==> src/rtl/uart_pkg.sv <==
// Shared UART definitions: receive state encoding and 8N1 frame constants.
package uart_pkg;

    // Receiver phases: waiting for a start edge, qualifying the start bit,
    // collecting data bits, and checking the stop bit.
    typedef enum logic [1:0] {
        IDLE  = 2'd0,
        START = 2'd1,
        DATA  = 2'd2,
        STOP  = 2'd3
    } rx_state_t;

    // 8N1 framing: eight data bits, no parity, one stop bit.
    localparam int DATA_BITS = 8;
    localparam int STOP_BITS = 1;

    // Clocks per bit period for a given clock frequency and line rate.
    function automatic int clocks_per_bit(input int clock_hz, input int baud);
        return clock_hz / baud;
    endfunction

endpackage

==> src/rtl/uart_synchronizer.sv <==
// Flop chain for bringing an asynchronous single-bit signal into the i_clock
// domain. DEPTH stages, each reset to RESET_VALUE. DEPTH must be at least 2.
module uart_synchronizer #(
    parameter int   DEPTH       = 2,
    parameter logic RESET_VALUE = 1'b1
) (
    input  logic i_clock,
    input  logic i_reset,
    input  logic i_data,
    output logic o_data
);

    logic [DEPTH-1:0] chain_q;

    // Shift the input through the chain; reset preloads the idle level.
    always_ff @(posedge i_clock) begin
        if (i_reset) begin
            chain_q <= {DEPTH{RESET_VALUE}};
        end else begin
            chain_q <= {chain_q[DEPTH-2:0], i_data};
        end
    end

    assign o_data = chain_q[DEPTH-1];

endmodule

==> src/rtl/uart_receive.sv <==
// 8N1 UART receiver with mid-bit sampling and a one-entry output register.
// Optional input synchronizer: define UART_RECEIVE_SYNCHRONIZER_EN to pass
// i_rx through a 2-flop chain (adds 2 cycles of latency). Without it, i_rx
// is used directly and must be synchronous to i_clock.
module uart_receive
    import uart_pkg::*;
#(
    parameter int CLOCK_FREQUENCY = 125_000_000,
    parameter int BAUD_RATE       = 115_200
) (
    input  logic                 i_clock,
    input  logic                 i_reset,
    input  logic                 i_rx,
    output logic [DATA_BITS-1:0] o_data,
    output logic                 o_data_valid,
    input  logic                 i_data_ready,
    output logic                 o_framing_error,
    output logic                 o_overrun
);

    // N_CLOCKS must be at least 4 so that HALF-1 is a valid, distinct count.
    localparam int N_CLOCKS = clocks_per_bit(CLOCK_FREQUENCY, BAUD_RATE);
    localparam int HALF     = N_CLOCKS / 2;
    localparam int N_WIDTH  = $clog2(N_CLOCKS);
    localparam int BIT_W    = $clog2(DATA_BITS);

    localparam logic [N_WIDTH-1:0] CNT_HALF = N_WIDTH'(HALF - 1);
    localparam logic [N_WIDTH-1:0] CNT_LAST = N_WIDTH'(N_CLOCKS - 1);
    localparam logic [N_WIDTH-1:0] CNT_ONE  = N_WIDTH'(1);
    localparam logic [BIT_W-1:0]   BIT_LAST = BIT_W'(DATA_BITS - 1);
    localparam logic [BIT_W-1:0]   BIT_ONE  = BIT_W'(1);

    logic rx_s;

`ifdef UART_RECEIVE_SYNCHRONIZER_EN
    uart_synchronizer #(
        .DEPTH       (2),
        .RESET_VALUE (1'b1)
    ) u_rx_sync (
        .i_clock (i_clock),
        .i_reset (i_reset),
        .i_data  (i_rx),
        .o_data  (rx_s)
    );
`else
    assign rx_s = i_rx;
`endif

    rx_state_t            state_q;
    logic [N_WIDTH-1:0]   count_q;
    logic [BIT_W-1:0]     bit_q;
    logic [DATA_BITS-1:0] shift_q;

    // Bit-timing FSM: the counter restarts on every state change and after
    // every sample, so each sample lands at the middle of its bit period.
    always_ff @(posedge i_clock) begin
        if (i_reset) begin
            state_q <= IDLE;
            count_q <= '0;
            bit_q   <= '0;
            shift_q <= '0;
        end else begin
            case (state_q)
                IDLE: begin
                    count_q <= '0;
                    if (!rx_s) begin
                        state_q <= START;
                    end
                end
                START: begin
                    if (count_q == CNT_HALF) begin
                        count_q <= '0;
                        if (rx_s) begin
                            // Line went back high before mid-start: noise.
                            state_q <= IDLE;
                        end else begin
                            state_q <= DATA;
                            bit_q   <= '0;
                        end
                    end else begin
                        count_q <= count_q + CNT_ONE;
                    end
                end
                DATA: begin
                    if (count_q == CNT_LAST) begin
                        count_q <= '0;
                        shift_q <= {rx_s, shift_q[DATA_BITS-1:1]};
                        if (bit_q == BIT_LAST) begin
                            state_q <= STOP;
                        end else begin
                            bit_q <= bit_q + BIT_ONE;
                        end
                    end else begin
                        count_q <= count_q + CNT_ONE;
                    end
                end
                STOP: begin
                    if (count_q == CNT_LAST) begin
                        // Rearm at mid-stop so a start bit right after the
                        // stop bit is not missed.
                        count_q <= '0;
                        state_q <= IDLE;
                    end else begin
                        count_q <= count_q + CNT_ONE;
                    end
                end
                default: begin
                    state_q <= IDLE;
                    count_q <= '0;
                end
            endcase
        end
    end

    logic stop_sample;
    logic byte_done;
    logic frame_bad;

    assign stop_sample = (state_q == STOP) && (count_q == CNT_LAST);
    assign byte_done   = stop_sample && rx_s;
    assign frame_bad   = stop_sample && !rx_s;

    logic [DATA_BITS-1:0] data_q, data_d;
    logic                 valid_q, valid_d;
    logic                 ferr_q, ferr_d;
    logic                 ovr_q, ovr_d;

    // Output register next state: a completed byte may replace a byte that is
    // being drained in the same cycle; otherwise a full register drops it.
    always_comb begin
        data_d  = data_q;
        valid_d = valid_q;
        ferr_d  = frame_bad;
        ovr_d   = 1'b0;
        if (byte_done) begin
            if (!valid_q || i_data_ready) begin
                data_d  = shift_q;
                valid_d = 1'b1;
            end else begin
                ovr_d = 1'b1;
            end
        end else if (valid_q && i_data_ready) begin
            valid_d = 1'b0;
        end
    end

    // Register the output byte, its valid flag, and the error pulses.
    always_ff @(posedge i_clock) begin
        if (i_reset) begin
            data_q  <= '0;
            valid_q <= 1'b0;
            ferr_q  <= 1'b0;
            ovr_q   <= 1'b0;
        end else begin
            data_q  <= data_d;
            valid_q <= valid_d;
            ferr_q  <= ferr_d;
            ovr_q   <= ovr_d;
        end
    end

    assign o_data          = data_q;
    assign o_data_valid    = valid_q;
    assign o_framing_error = ferr_q;
    assign o_overrun       = ovr_q;

endmodule

==> config.mk <==
export PLATFORM = sky130hd
export DESIGN_NAME = uart_receive
export DESIGN_NICKNAME = d
export VERILOG_FILES = /design/src/rtl/uart_pkg.sv /design/src/rtl/uart_synchronizer.sv /design/src/rtl/uart_receive.sv
export SDC_FILE = /design/constraint.sdc
export NUM_CORES = 1
export LEC_CHECK = 0
export BUFFER_PORTS_ARGS = -buffer_cell sky130_fd_sc_hd__buf_2
export CAP_MARGIN = 15
export CORE_MARGIN = 2
export CORE_UTILIZATION = 55
export CTS_BUF_LIST = sky130_fd_sc_hd__clkbuf_8
export CTS_CLUSTER_DIAMETER = 100
export DETAILED_ROUTE_END_ITERATION = 8
export PLACE_DENSITY_LB_ADDON = 0.08
export RECOVER_POWER = 50
export SLEW_MARGIN = 20
export SYNTH_ARGS = -nofsm -noshare
export SYNTH_HDL_FRONTEND = slang
export SYNTH_SLANG_ARGS = --single-unit
==> constraint.sdc <==
create_clock -name i_clock -period 1.5 [get_ports i_clock]
set_input_delay 0.3 -clock i_clock [delete_from_list [all_inputs] [get_ports i_clock]]
set_output_delay 0.3 -clock i_clock [all_outputs]
set_load 0.02 [all_outputs]
### After elaboration in Yosys (flattened, before gate mapping)

Index checks and enable logic that the tools add are counted.

| cells by class | value |
|---|---|
| reduce and logical (&&, ||, !) cells | 17 |
| $mul | 0 |
| shift operators | 0 |
| bitwise logic cells | 1 |
| div/mod/pow operators | 0 |
| $lt $le $gt $ge | 0 |
| eq/ne operators | 14 |
| add/subtract/negate cells | 2 |
| muxes and demuxes | 19 |

Operator list:

| cell | count |
|---|---|
| case mux 11 bit (3 select lines) | 1 |
| two-way mux 11 bit | 2 |
| != test 2 bit (second input constant) | 7 |
| two-way mux 2 bit | 6 |
| two-way mux 3 bit | 4 |
| adder 11 x 1 -> 11 bit (second input constant) | 1 |
| equality test 11 x 10 -> 1 bit (second input constant) | 1 |
| equality test 11 bit (second input constant) | 1 |
| AND reduction 5 bit | 2 |
| case mux 2 bit (4 select lines) | 1 |
| case mux 3 bit (2 select lines) | 1 |
| AND reduction 2 bit | 3 |
| equality test 2 bit (second input constant) | 2 |
| logical AND 1 bit | 4 |
| two-way mux 1 bit | 4 |
| nonzero test 2 bit | 2 |
| OR reduction 2 bit | 2 |
| adder 3 x 1 -> 3 bit (second input constant) | 1 |
| equality test 3 bit (second input constant) | 1 |
| equality test 2 x 1 -> 1 bit (second input constant) | 1 |
| zero test 1 bit | 2 |
| zero test 2 bit | 1 |
| != test 2 x 1 -> 1 bit (second input constant) | 1 |
| logical OR 1 bit | 1 |
| NOT 1 bit | 1 |

| word-level totals | value |
|---|---|
| output and inout bits | 11 |
| memories | 0 |
| register bits after elaboration | 35 |
| memory bits (writable) | 0 |
| bits in latches | 0 |
| word-level logic and storage cells | 61 |
| bits in read-only memories | 0 |

### Logic depth before layout (Yosys ltp)

Gate-level depths: netlist (run 1).

| logic depth | value |
|---|---|
| depth in word-level cells | 5 |
| gate-level depth with buffers | 7 |
| gate-level depth less buffers | 6 |

### Worst setup path before layout (run 1)

No wires, ideal clock.

| timing | value |
|---|---|
| path type | register -> register |
| from | register count_q[0] |
| to | register with a tool-made name |
| setup slack | -0.072 ns |
| data required time | 1.381 ns |
| cell stages (with the launch flop) | 7 |
| buffers on the path | 0 |
| arrival time | 1.453 ns |
| setup time | 0.119 ns |
| clock period less this slack | 1.572 ns |
| cells stage by stage | dfxtp_1 inv_1 ha_1 nand4b_2 or4b_4 o21ai_0 a21oi_1 |

RTL lines:

| element | RTL line | text |
|---|---|---|
| start, declared | uart_receive.sv:50 | `logic [N_WIDTH-1:0] count_q;` |
| start signal, assigned | uart_receive.sv:81 | `count_q <= count_q + CNT_ONE;` |
| start signal, assigned | uart_receive.sv:94 | `count_q <= count_q + CNT_ONE;` |
| start signal, assigned | uart_receive.sv:104 | `count_q <= count_q + CNT_ONE;` |

==> out/qor.txt, run 1 <==
========================================================================================
Y dimension of the die                                                          58.86 um
Number of top-level pins                                                              15
Maximum number of pins on one net before global-route repair                          29
Sum of routed wire length over all layers                                        3173 um
# diodes                                                                               0
CP Max Fanout                                                                          5
Wire length per cell                                                            13.80 um
Period minus WS final                                                           1.575 ns
Share of final-layout standard cells stronger than drive strength 1               0.3166
Type of the worst setup path                                                flop to flop
Clock skew                                                                   0.005570 ns
Yosys warns                                                                            0
Top achievable clock speed                                                     634.7 MHz
Post-Syn Nets                                                                        171
Slack of the worst reg-to-reg path                                              -0.08 ns
Category of cells accounting for the largest share of critical-path delay   simple AND/OR/NAND/NOR gates
Hold path start                                                                     i_rx
Arrival @ worst endpoint                                                         1.76 ns
Weighted congestion at the end of routability-driven global placement             0.7997
Setup slack after layout                                                     -0.07546 ns
Cell-by-cell listing of the critical path                                   inv_2 -> ha_4 -> nand4b_4 -> or4b_4 -> o21ai_1 -> a21oi_1
GRT Util Overall                                                                  0.2135
Post-synth ARST share                                                                  0
Worst Hold Class                                                            input pin to flop
Number of enable-type register cells in the synthesized netlist                        0
H-Tree Depth                                                                           2
Die Outline Area                                                                3465 um2
Max-cap viol count                                                                     0
Worst skew pair latency                                                          0.29 ns
Hold endpoint                                                               o_framing_error
Initial antenna violation count                                                        0
Crit path launch                                                              count_q[1]
Worst rel slew slack                                                              0.7380
Worst hold path depth                                                                  2
Library cell used as clock root buffer                                      sky130_fd_sc_hd__clkbuf_8
Filler cell count                                                                    206
Number of DRC markers after the initial detailed-route iteration                      36
Setup crit start kind                                                               flop
Met2 track utilization from global routing                                        0.3508
Met3 layer usage reported by global route                                        0.07912
Static leakage power                                                           0.7716 nW
Violations in the final reports                                             DRC, setup timing
Post-synthesis sequential area ratio                                              0.4233
Multi-input logic area                                                         937.1 um2
Prevailing post-synth register cell                                         sky130_fd_sc_hd__dfxtp_1
Portion of the clock cycle consumed by the worst path in the final layout          1.050
ANT nets after route                                                                   0
Synth Register Bits                                                                   35
Detailed-placement wirelength estimate                                           2257 um
Total CTS buffers                                                                      5
Worst R2R Path Depth                                                                   6
Sum of internal, switching and leakage power                                    1.687 mW
FF/Latch Area                                                                  706.9 um2
Slew at the pin with the worst max-slew slack                                  0.3925 ns
Met1 usage                                                                        0.2479
Area of the placeable core                                                      2805 um2
GRT Max-Usage Layer                                                                 met2
WP data required                                                                 1.68 ns
Sort of element at the end of the critical path                                     flop
Number of global-route vias before repair                                           1222
Total setup violations reported at the end of the flow                                 9
Cell count after synthesis                                                           162
Post-Syn Area per Cell                                                         10.22 um2
First-pass GRT wire length                                                       5416 um
Cell Area, Synth                                                                1655 um2
Cell row count                                                                        19
Reg clk slew, reported paths                                                     0.07 ns
Remaining routing DRC violations                                                       2
Max-slew violation total from the final report                                         0
# port buffers                                                                        14
Max stage delay on crit path                                                     0.58 ns
Buffers & Inverters on Critical Path                                                   1
Maximum buffer depth of the clock tree                                                 2
Remaining global-route overflow                                                        0
Unrepaired setup endpoints after global routing                                     true
Distinct cell type count of the synthesized netlist                                   41
Final-stage net count                                                                207
Total number of vias                                                                1252
Pre-CTS setup slack                                                           -0.1196 ns
Hold buffer count at CTS                                                               0
Effective utilization at floorplan                                                0.5901
Average via count per standard cell                                                5.443
Worst R2R Start                                                               count_q[1]
Hold violation total from the final report                                             0
Worst ir drop on vdd                                                           0.7961 mV
TritonCTS clock tree                                                                done
Layout Area Growth over Synthesis                                                 24.41%
Number of sinks handled by clock tree synthesis                                       35
Result of the run                                                           finished with violations
Number of iterations in the first detailed-routing pass                                6
Power density relative to cell area                                         819.0 nW/um2
Horizontal die dimension                                                        58.86 um
Crit path max-delay cell type                                               sky130_fd_sc_hd__or4b_4
========================================================================================
[cell families (layout without fill, tap and decap cells)]
| group | Yosys count | after routing | synth area share |
|---|---|---|---|
| flip-flops | 35 | 35 | 0.4233 |
| AND/OR/NAND/NOR | 72 | 72 | 0.2872 |
| AO/OA/AOI/OAI | 7 | 7 | 0.03401 |
| buffers and inverters | 15 | 52 | 0.05518 |
| adder cells (fa/ha/maj) | 5 | 5 | 0.03779 |
| XOR/XNOR | 9 | 9 | 0.04762 |
| multiplexers | 19 | 19 | 0.1149 |
[layer usage]
metal | wire, um | part of all wire
met4 | 48 | 0.015
met2 | 1613 | 0.51
met3 | 139 | 0.044
met5 | 0 | 0
met1 | 1371 | 0.43
[synth_stat cells, types with 2 or more instances]
cell type,number,area (um2)
sky130_fd_sc_hd__nand3b_1,2,15.01
sky130_fd_sc_hd__nand2_1,6,22.52
sky130_fd_sc_hd__and3_1,2,12.51
sky130_fd_sc_hd__nand3_1,5,25.02
sky130_fd_sc_hd__nor4_1,3,18.77
sky130_fd_sc_hd__mux2i_1,19,190.2
sky130_fd_sc_hd__dfxtp_1,35,700.7
sky130_fd_sc_hd__buf_6,2,22.52
sky130_fd_sc_hd__nor2_1,16,60.06
sky130_fd_sc_hd__nand4_1,4,25.02
sky130_fd_sc_hd__xnor2_1,5,43.79
sky130_fd_sc_hd__buf_2,2,10.01
sky130_fd_sc_hd__ha_1,5,62.56
sky130_fd_sc_hd__xor2_1,4,35.03
sky130_fd_sc_hd__nand2b_1,20,125.1
sky130_fd_sc_hd__inv_1,7,26.28
[repair_timing]
action / 4_1_cts / 5_1_grt
resized for setup: 8 / 4
setup buffers: 3 / 0
pin swaps: 7 / 2
hold endpoints to repair: 0 / 0
setup endpoints to repair: 30 / 35
[layout make-up]
class                           instances  area share
Clock buffer                            5     0.03341
Clock inverter                          3    0.009721
Tap cell                               31     0.01883
Timing Repair Buffer                   37      0.1270
Sequential cell                        35      0.3433
Inverter                                7     0.01276
Multi-Input combinational cell        112      0.4550
[worst max-delay path by stage]
stage	end	depth (start not counted)
5_1_grt	o_data_valid	6
6_report	flop	6
4_1_cts	flop	6
2_1_floorplan	o_overrun	5
3_5_place_dp	bit_q[2]	6
3_3_place_gp	o_overrun	5
[placed cells by master, fill, tap and decap left out, types with 2 or more instances in the layout]
cell                          n
sky130_fd_sc_hd__nor4_1       2
sky130_fd_sc_hd__inv_1        5
sky130_fd_sc_hd__nand4_1      4
sky130_fd_sc_hd__clkbuf_8     5
sky130_fd_sc_hd__buf_12       2
sky130_fd_sc_hd__mux2i_1     19
sky130_fd_sc_hd__nand3b_1     2
sky130_fd_sc_hd__nor4_2       2
sky130_fd_sc_hd__nand2_1      6
sky130_fd_sc_hd__nor2_1      15
sky130_fd_sc_hd__and3_1       2
sky130_fd_sc_hd__ha_1         2
sky130_fd_sc_hd__nand2b_1    20
sky130_fd_sc_hd__buf_2        9
sky130_fd_sc_hd__dfxtp_1     30
sky130_fd_sc_hd__inv_2        2
sky130_fd_sc_hd__xnor2_1      5
sky130_fd_sc_hd__ha_4         2
sky130_fd_sc_hd__buf_4       21
sky130_fd_sc_hd__xor2_1       4
sky130_fd_sc_hd__clkbuf_1     5
sky130_fd_sc_hd__clkinvlp_4   2
sky130_fd_sc_hd__nand3_1      5
sky130_fd_sc_hd__dfxtp_2      5
[state kept, by name, indices dropped and copies added (netlist names), named ones only]
| signal | flops |
|---|---|
| bit_q | 3 |
| o_data_valid | 1 |
| shift_q | 8 |
| count_q | 11 |
| o_data | 8 |
| state_q | 1 |
| o_overrun | 1 |
| o_framing_error | 1 |
[stage by stage]
step	std cells	setup TNS (ns)	util	cell area, um2	hold slack [ns]
final	230	-0.3565	0.7342	2059	0.2410
after global routing	230	-2.494	0.7342	2059	0.2364
after CTS	230	-0.3331	0.7297	2047	0.2281
after detailed placement	219	-1.424	0.6766	1898	0.4570
after global placement	219	-0.3356	0.6766	1898	0.4565
after floorplan	162	-0.1411	-	1679	0.3755
[power by group]
part,switching [mW],internal (mW)
Combinational,0.0313,0.0333
Sequential,0.00675,0.934
Clock,0.359,0.323
No activity file was read; power rests on OpenSTA's default activity.
==> run 2: changes to the inputs <==
--- a/config.mk
+++ b/config.mk
@@ -8,7 +8,7 @@
 export BUFFER_PORTS_ARGS = -buffer_cell sky130_fd_sc_hd__buf_2
 export CAP_MARGIN = 15
 export CORE_MARGIN = 2
-export CORE_UTILIZATION = 55
+export CORE_UTILIZATION = 60
 export CTS_BUF_LIST = sky130_fd_sc_hd__clkbuf_8
 export CTS_CLUSTER_DIAMETER = 100
 export DETAILED_ROUTE_END_ITERATION = 8
@@ -18,3 +18,4 @@
 export SYNTH_ARGS = -nofsm -noshare
 export SYNTH_HDL_FRONTEND = slang
 export SYNTH_SLANG_ARGS = --single-unit
+export TNS_END_PERCENT = 50
==> constraint.sdc (replaced) <==
create_clock -name i_clock -period 1.9 [get_ports i_clock]
set_input_delay 0.38 -clock i_clock [delete_from_list [all_inputs] [get_ports i_clock]]
set_output_delay 0.38 -clock i_clock [all_outputs]
set_load 0.02 [all_outputs]
==> run 2 against run 1 <==
Effect of this change: the run now ends clean; clock power fell by 1%; maximum frequency fell by 8.8%; utilization fell by 6.0 points; first-iteration DRC count fell by 50%; via count fell by 7.4%; clock skew rose by 0.0042 ns; non-clock buffer count fell by 20; global-route usage fell by 0.74 points; sequential cell count did not move; clock-buffer cell count did not move; critical path type unchanged; die area fell by 7.8%; sequential power fell by 21%.
==> out/qor.txt, run 2 (synthesized netlist as in run 1, its figures left out) <==
========================================================================================
Number of flip-flops in the largest register                                          11   unchanged
Weighted congestion at the end of routability-driven global placement             0.8039   +0.53%
Remaining routing DRC violations                                                       0   -2
Cell row count                                                                        19   unchanged
Worst R2R Path Depth                                                                   6   unchanged
Maximum buffer depth of the clock tree                                                 2   unchanged
Layout Area Growth over Synthesis                                                 9.373%
Reg clk slew, reported paths                                                     0.08 ns   about the same
Unrepaired setup endpoints after global routing                                    false
Clock skew                                                                   0.009803 ns   +0.004233 ns
Number of global-route vias before repair                                           1136   -7.0%
Y dimension of the die                                                          56.53 um   -4.0%
Static leakage power                                                           0.6458 nW   -16%
Worst hold path depth                                                                  2   unchanged
Highest-count cells in the layout ignoring fill and taps                    35 x sky130_fd_sc_hd__dfxtp_1, 20 x sky130_fd_sc_hd__nand2b_1, 19 x sky130_fd_sc_hd__mux2i_1
Number of buffers inserted by post-CTS setup repair                                    0   -3
Setup_tns                                                                           0 ns   +0.3565 ns
Switching part of the total                                                       0.2118   -0.02372
Final-stage net count                                                                187   -9.7%
Hold path start                                                                     i_rx
Sum of routed wire length over all layers                                        2879 um   -9.3%
WP data required                                                                 2.13 ns   +0.45 ns
Wire length per cell                                                            13.71 um   -0.62%
Share of final-layout standard cells stronger than drive strength 1               0.1229   -0.1937
Post_cts resized                                                                       0   -8
Initial antenna violation count                                                        0   unchanged
Switch Pwr                                                                      306.9 uW   -23%
Combinational share of power                                                       0.024   -0.014
Portion of the clock cycle consumed by the worst path in the final layout         0.9094   -0.1409
Worst skew pair latency                                                          0.29 ns   about the same
ANT nets after route                                                                   0   unchanged
Worst ir drop on vdd                                                            1.037 mV   +30%
Average via count per standard cell                                                5.519   +1.4%
Detailed-placement wirelength estimate                                           1974 um   -13%
CP Max Fanout                                                                          4   -1
Final standard cell area without fillers                                        1810 um2   -12%
Portion of total power attributed to sequential cells                              0.512   -0.045
Result of the run                                                           complete, no violations
Sort of element at the end of the critical path                                     flop
Area of the placeable core                                                      2686 um2   -4.2%
Total number of vias                                                                1159   -7.4%
Library cell used as clock root buffer                                      sky130_fd_sc_hd__clkbuf_8
Horizontal die dimension                                                        56.53 um   -4.0%
GRT Util Overall                                                                  0.2061   -0.007403
Slack of the worst reg-to-reg path                                               0.17 ns   +0.25 ns
Number of iterations in the first detailed-routing pass                                4   -2
Worst rel slew slack                                                              0.7351   -0.002843
First-pass GRT wire length                                                       5071 um   -6.4%
Maximum number of pins on one net before global-route repair                          31   +6.9%
Post-placement cell area                                                        1722 um2   -9.3%
H-Tree Depth                                                                           2   unchanged
Max-slew violation total from the final report                                         0   unchanged
Period minus WS final                                                           1.728 ns   +0.1524 ns
Worst R2R Start                                                               count_q[1]
Number of sinks handled by clock tree synthesis                                       35   unchanged
# diodes                                                                               0   unchanged
Worst Hold Class                                                            input pin to flop
End-of-flow core utilization                                                      0.6740   -0.06020
Effective utilization at floorplan                                                0.6162   +0.02611
# port buffers                                                                        14   unchanged
Sum of internal, switching and leakage power                                    1.449 mW   -14%
Register containing the most flip-flops in the final layout                      count_q
Most common cell after layout, fill and taps aside                          sky130_fd_sc_hd__dfxtp_1
Total setup violations reported at the end of the flow                                 0   -9
Total CTS buffers                                                                      5   unchanged
Type of the worst setup path                                                flop to flop
Die Outline Area                                                                3195 um2   -7.8%
Cell-internal power                                                             1.142 mW   -11%
Crit path launch                                                              count_q[1]
Max-cap viol count                                                                     0   unchanged
Slew at the pin with the worst max-slew slack                                  0.3966 ns   +0.004074 ns
TritonCTS clock tree                                                                done
Final hold slack                                                               0.3315 ns   +0.09053 ns
Hold violation total from the final report                                             0   unchanged
Top achievable clock speed                                                     578.8 MHz   -8.8%
Number of DRC markers after the initial detailed-route iteration                      18   -50%
Remaining global-route overflow                                                        0   unchanged
Clock share of power                                                               0.464   +0.060
Setup crit start kind                                                               flop
Arrival @ worst endpoint                                                         1.95 ns   +0.19 ns
Power density relative to cell area                                         800.5 nW/um2   -2.3%
Hold buffer count at CTS                                                               0   unchanged
Number of top-level pins                                                              15   unchanged
========================================================================================
## run 2: cell count changes in the layout (fill, tap and decap cells not counted), sizes merged
cell      delta
buf         -27
bufinv       +1
clkbuf       +7
clkinv       +1
clkinvlp     -2
## run 2: metrics by stage
stage | cells | worst slack [ns]
after floorplan | 162 | 0.3280
final | 210 | 0.1722
after global routing | 210 | 0.02037
after global placement | 202 | 0.2245
after detailed placement | 202 | 0.1625
after CTS | 210 | 0.1555
## run 2: path summary, 6_finish.rpt
path,endpoint
max,bit_q[2]
min,o_framing_error
max reg2reg,bit_q[2]
min reg2reg,o_data[4]
## run 2: area by class of cell
cell class                      instances  area [um2]
Tap cell                               31       38.79
Fill cell                             237       875.8
Clock inverter                          3       43.79
Multi-Input combinational cell        112       857.1
Timing Repair Buffer                   17       75.07
Inverter                                7       26.28
Clock buffer                            5       68.82
Sequential cell                        35       700.7
## run 2: critical path: stages, from the launching register on
cell and delay [ns]:
sky130_fd_sc_hd__dfxtp_1 0.34, sky130_fd_sc_hd__inv_1 0.09, sky130_fd_sc_hd__ha_1 0.16, sky130_fd_sc_hd__nand4b_2 0.18
sky130_fd_sc_hd__nand4bb_1 0.25, sky130_fd_sc_hd__a211oi_2 0.42, sky130_fd_sc_hd__mux2i_1 0.23
## run 2: power groups by stage
stage	clock network [mW]	registers (mW)	logic, mW
final	0.672	0.743	0.0347
after global routing	0.710	0.744	0.0395
after CTS	0.681	0.743	0.0350
after detailed placement	0	0.760	0.0347
after global placement	0	0.759	0.0335
after floorplan	0	0.756	0.0352
## run 2: metal layers
layer | global-route usage | up-vias | part of all wire
li1 | - | 585 | -
met1 | 0.2628 | 549 | 0.47
met2 | 0.3173 | 18 | 0.47
met3 | 0.05069 | 7 | 0.032
met4 | 0.1156 | 0 | 0.022
met5 | 0 | - | 0
==> run 3: changes to the inputs <==
--- a/config.mk
+++ b/config.mk
@@ -8,7 +8,7 @@
 export BUFFER_PORTS_ARGS = -buffer_cell sky130_fd_sc_hd__buf_2
 export CAP_MARGIN = 15
 export CORE_MARGIN = 2
-export CORE_UTILIZATION = 60
+export CORE_UTILIZATION = 55
 export CTS_BUF_LIST = sky130_fd_sc_hd__clkbuf_8
 export CTS_CLUSTER_DIAMETER = 100
 export DETAILED_ROUTE_END_ITERATION = 8
==> constraint.sdc (replaced) <==
create_clock -name i_clock -period 1.39 [get_ports i_clock]
set_input_delay 0.278 -clock i_clock [delete_from_list [all_inputs] [get_ports i_clock]]
set_output_delay 0.278 -clock i_clock [all_outputs]
set_load 0.02 [all_outputs]
==> run 3 against run 2 <==
Effect of this change: clock skew decreased by 0.0026 ns; global-route usage decreased by 0.078 points; maximum frequency increased by 9.3%; largest power group unchanged; clock power increased by 3.0%; sequential power increased by 36%; sequential cell count unchanged; largest cell class unchanged; via count increased by 5.7%; final area increased by 16%; the flow now finishes with violations (DRC, setup timing).
==> out/qor.txt, run 3 (synthesized netlist as in run 1, its figures left out) <==
========================================================================================
Result of the run                                                           finished with violations
Violations in the final reports                                             DRC, setup timing
Worst R2R Start                                                               count_q[1]
Number of sinks handled by clock tree synthesis                                       35   unchanged
Worst Hold Class                                                            input pin to flop
Setup crit start kind                                                               flop
H-Tree Depth                                                                           2   unchanged
Horizontal die dimension                                                        58.86 um   +4.1%
Arrival @ worst endpoint                                                         1.74 ns   -0.21 ns
Sort of element at the end of the critical path                                     flop
Static leakage power                                                           0.8544 nW   +32%
Max-cap viol count                                                                     0   unchanged
Average via count per standard cell                                                5.213   -5.5%
Reg clk slew, reported paths                                                     0.07 ns   about the same
Cell row count                                                                        19   unchanged
Sum of routed wire length over all layers                                        3060 um   +6.3%
Die Outline Area                                                                3465 um2   +8.4%
Hold buffer count at CTS                                                               0   unchanged
Number of top-level pins                                                              15   unchanged
Maximum buffer depth of the clock tree                                                 2   unchanged
Final-stage net count                                                                212   +13%
Setup slack after layout                                                      -0.1915 ns   -0.3636 ns
Hold violation total from the final report                                             0   unchanged
Total CTS buffers                                                                      5   unchanged
Wire length per cell                                                            13.02 um   -5.0%
Total number of vias                                                                1225   +5.7%
# diodes                                                                               0   unchanged
Period minus WS final                                                           1.581 ns   -0.1464 ns
Portion of the clock cycle consumed by the worst path in the final layout          1.138   +0.2284
Number of flip-flops in the largest register                                          11   unchanged
Most common cell after layout, fill and taps aside                          sky130_fd_sc_hd__dfxtp_1
Placed Cells incl. Taps                                                              224   +11%
Met1 wire length                                                                 1372 um   +0.59%
Effective utilization at floorplan                                                0.5901   -0.02611
Highest-count cells in the layout ignoring fill and taps                    30 x sky130_fd_sc_hd__dfxtp_1, 26 x sky130_fd_sc_hd__buf_4, 20 x sky130_fd_sc_hd__nand2b_1
Max-slew violation total from the final report                                         0   unchanged
Remaining global-route overflow                                                        0   unchanged
Total setup violations reported at the end of the flow                                35   +35
Top achievable clock speed                                                     632.3 MHz   +9.3%
Share of final-layout standard cells stronger than drive strength 1               0.3431   +0.2202
Remaining routing DRC violations                                                       2   +2
Number of iterations in the first detailed-routing pass                                6   +2
First-pass GRT wire length                                                       5319 um   +4.9%
Register containing the most flip-flops in the final layout                      count_q
Number of global-route vias before repair                                           1223   +7.7%
Detailed-placement wirelength estimate                                           2210 um   +12%
Worst R2R Path Depth                                                                   6   unchanged
# port buffers                                                                        14   unchanged
Unrepaired setup endpoints after global routing                                     true
Layout Area Growth over Synthesis                                                 26.38%
Worst ir drop on vdd                                                           0.6941 mV   -33%
GRT Util Overall                                                                  0.2053   -0.0007796
CP Max Fanout                                                                          5   +1
WP data required                                                                 1.55 ns   -0.58 ns
Slew at the pin with the worst max-slew slack                                  0.3443 ns   -0.05229 ns
Cell Count, Final, Fillers Out                                                       235   +12%
Crit path launch                                                              count_q[1]
Detail Route met3 WL                                                              119 um   +29%
Clock skew                                                                   0.007229 ns   -0.002574 ns
TritonCTS clock tree                                                                done
Maximum number of pins on one net before global-route repair                          29   -6.5%
Top Metal Used                                                                      met4
Type of the worst setup path                                                flop to flop
Number of DRC markers after the initial detailed-route iteration                      30   +12
Filler cell count                                                                    216   -8.9%
Worst skew pair latency                                                          0.28 ns   about the same
Y dimension of the die                                                          58.86 um   +4.1%
Initial antenna violation count                                                        0   unchanged
Weighted congestion at the end of routability-driven global placement             0.8365   +4.1%
Slack of the worst reg-to-reg path                                              -0.19 ns   -0.36 ns
Amount of wire on met2 after detailed routing                                    1489 um   +9.5%
Area of the placeable core                                                      2805 um2   +4.4%
Pre-CTS setup slack                                                           -0.2251 ns   -0.3875 ns
Final hold slack                                                               0.2431 ns   -0.08837 ns
Library cell used as clock root buffer                                      sky130_fd_sc_hd__clkbuf_8
Worst rel slew slack                                                              0.7701   +0.03503
ANT nets after route                                                                   0   unchanged
Power density relative to cell area                                         852.3 nW/um2   +6.5%
========================================================================================
## run 3: per-layer routing
layer	global-route usage	vias up
met5	0	-
met2	0.3302	19
li1	-	635
met3	0.07253	11
met4	0.1071	0
met1	0.2397	560
## run 3: final cells by class
cell class | count | area (um2) | share of cell area
clock buffers | 5 | 68.82 | 0.03289
clock inverters | 3 | 16.27 | 0.007775
inverters | 7 | 26.28 | 0.01256
multi-input cells | 112 | 935.9 | 0.4474
flip-flops and latches | 35 | 706.9 | 0.3379
well taps | 31 | 38.79 | 0.01854
repair buffers | 42 | 299.0 | 0.1429
## run 3: worst max-delay path: stages, from the launching register on
cell and delay, ns:
sky130_fd_sc_hd__dfxtp_2 0.33, sky130_fd_sc_hd__inv_2 0.07, sky130_fd_sc_hd__ha_4 0.13, sky130_fd_sc_hd__nand4b_4 0.13, sky130_fd_sc_hd__or4b_4 0.59, sky130_fd_sc_hd__o21ai_1 0.15, sky130_fd_sc_hd__a21oi_1 0.07
## run 3: per-stage QoR
stage	setup TNS [ns]	utilization	power, mW	instance area (um2)
floorplan	-0.9618	-	1.088	1699
global placement	-4.011	0.6927	1.109	1943
detailed placement	-4.776	0.6927	1.111	1943
CTS	-3.659	0.7422	1.801	2082
global route	-6.058	0.7458	1.871	2092
finish	-2.875	0.7458	1.783	2092
## run 3: power breakdown
part | leakage [nW] | internal [mW] | switching (mW)
clock network | 0.0453 | 0.342 | 0.350
logic | 0.524 | 0.0421 | 0.0367
registers | 0.285 | 1.01 | 0.00474
total | 0.854 | 1.39 | 0.391
## run 3: what timing repair did
item	CTS	global route
gates cloned	0	0
resized for setup	7	4
buffers inserted	3	0
setup endpoints to repair	35	35
pin swaps	8	3
endpoints found under the hold margin	0	0
## run 3: how the worst min path moves through the flow
stage                    from              end  slack [ns]  cells after the start
floorplan                i_rx  o_framing_error        0.35                      1
global placement    o_data[5]        o_data[5]        0.46                      2
detailed placement  o_data[1]        o_data[1]        0.46                      2
CTS                      i_rx  o_framing_error        0.24                      2
global route             i_rx  o_framing_error        0.24                      2
finish                   i_rx  o_framing_error        0.24                      2
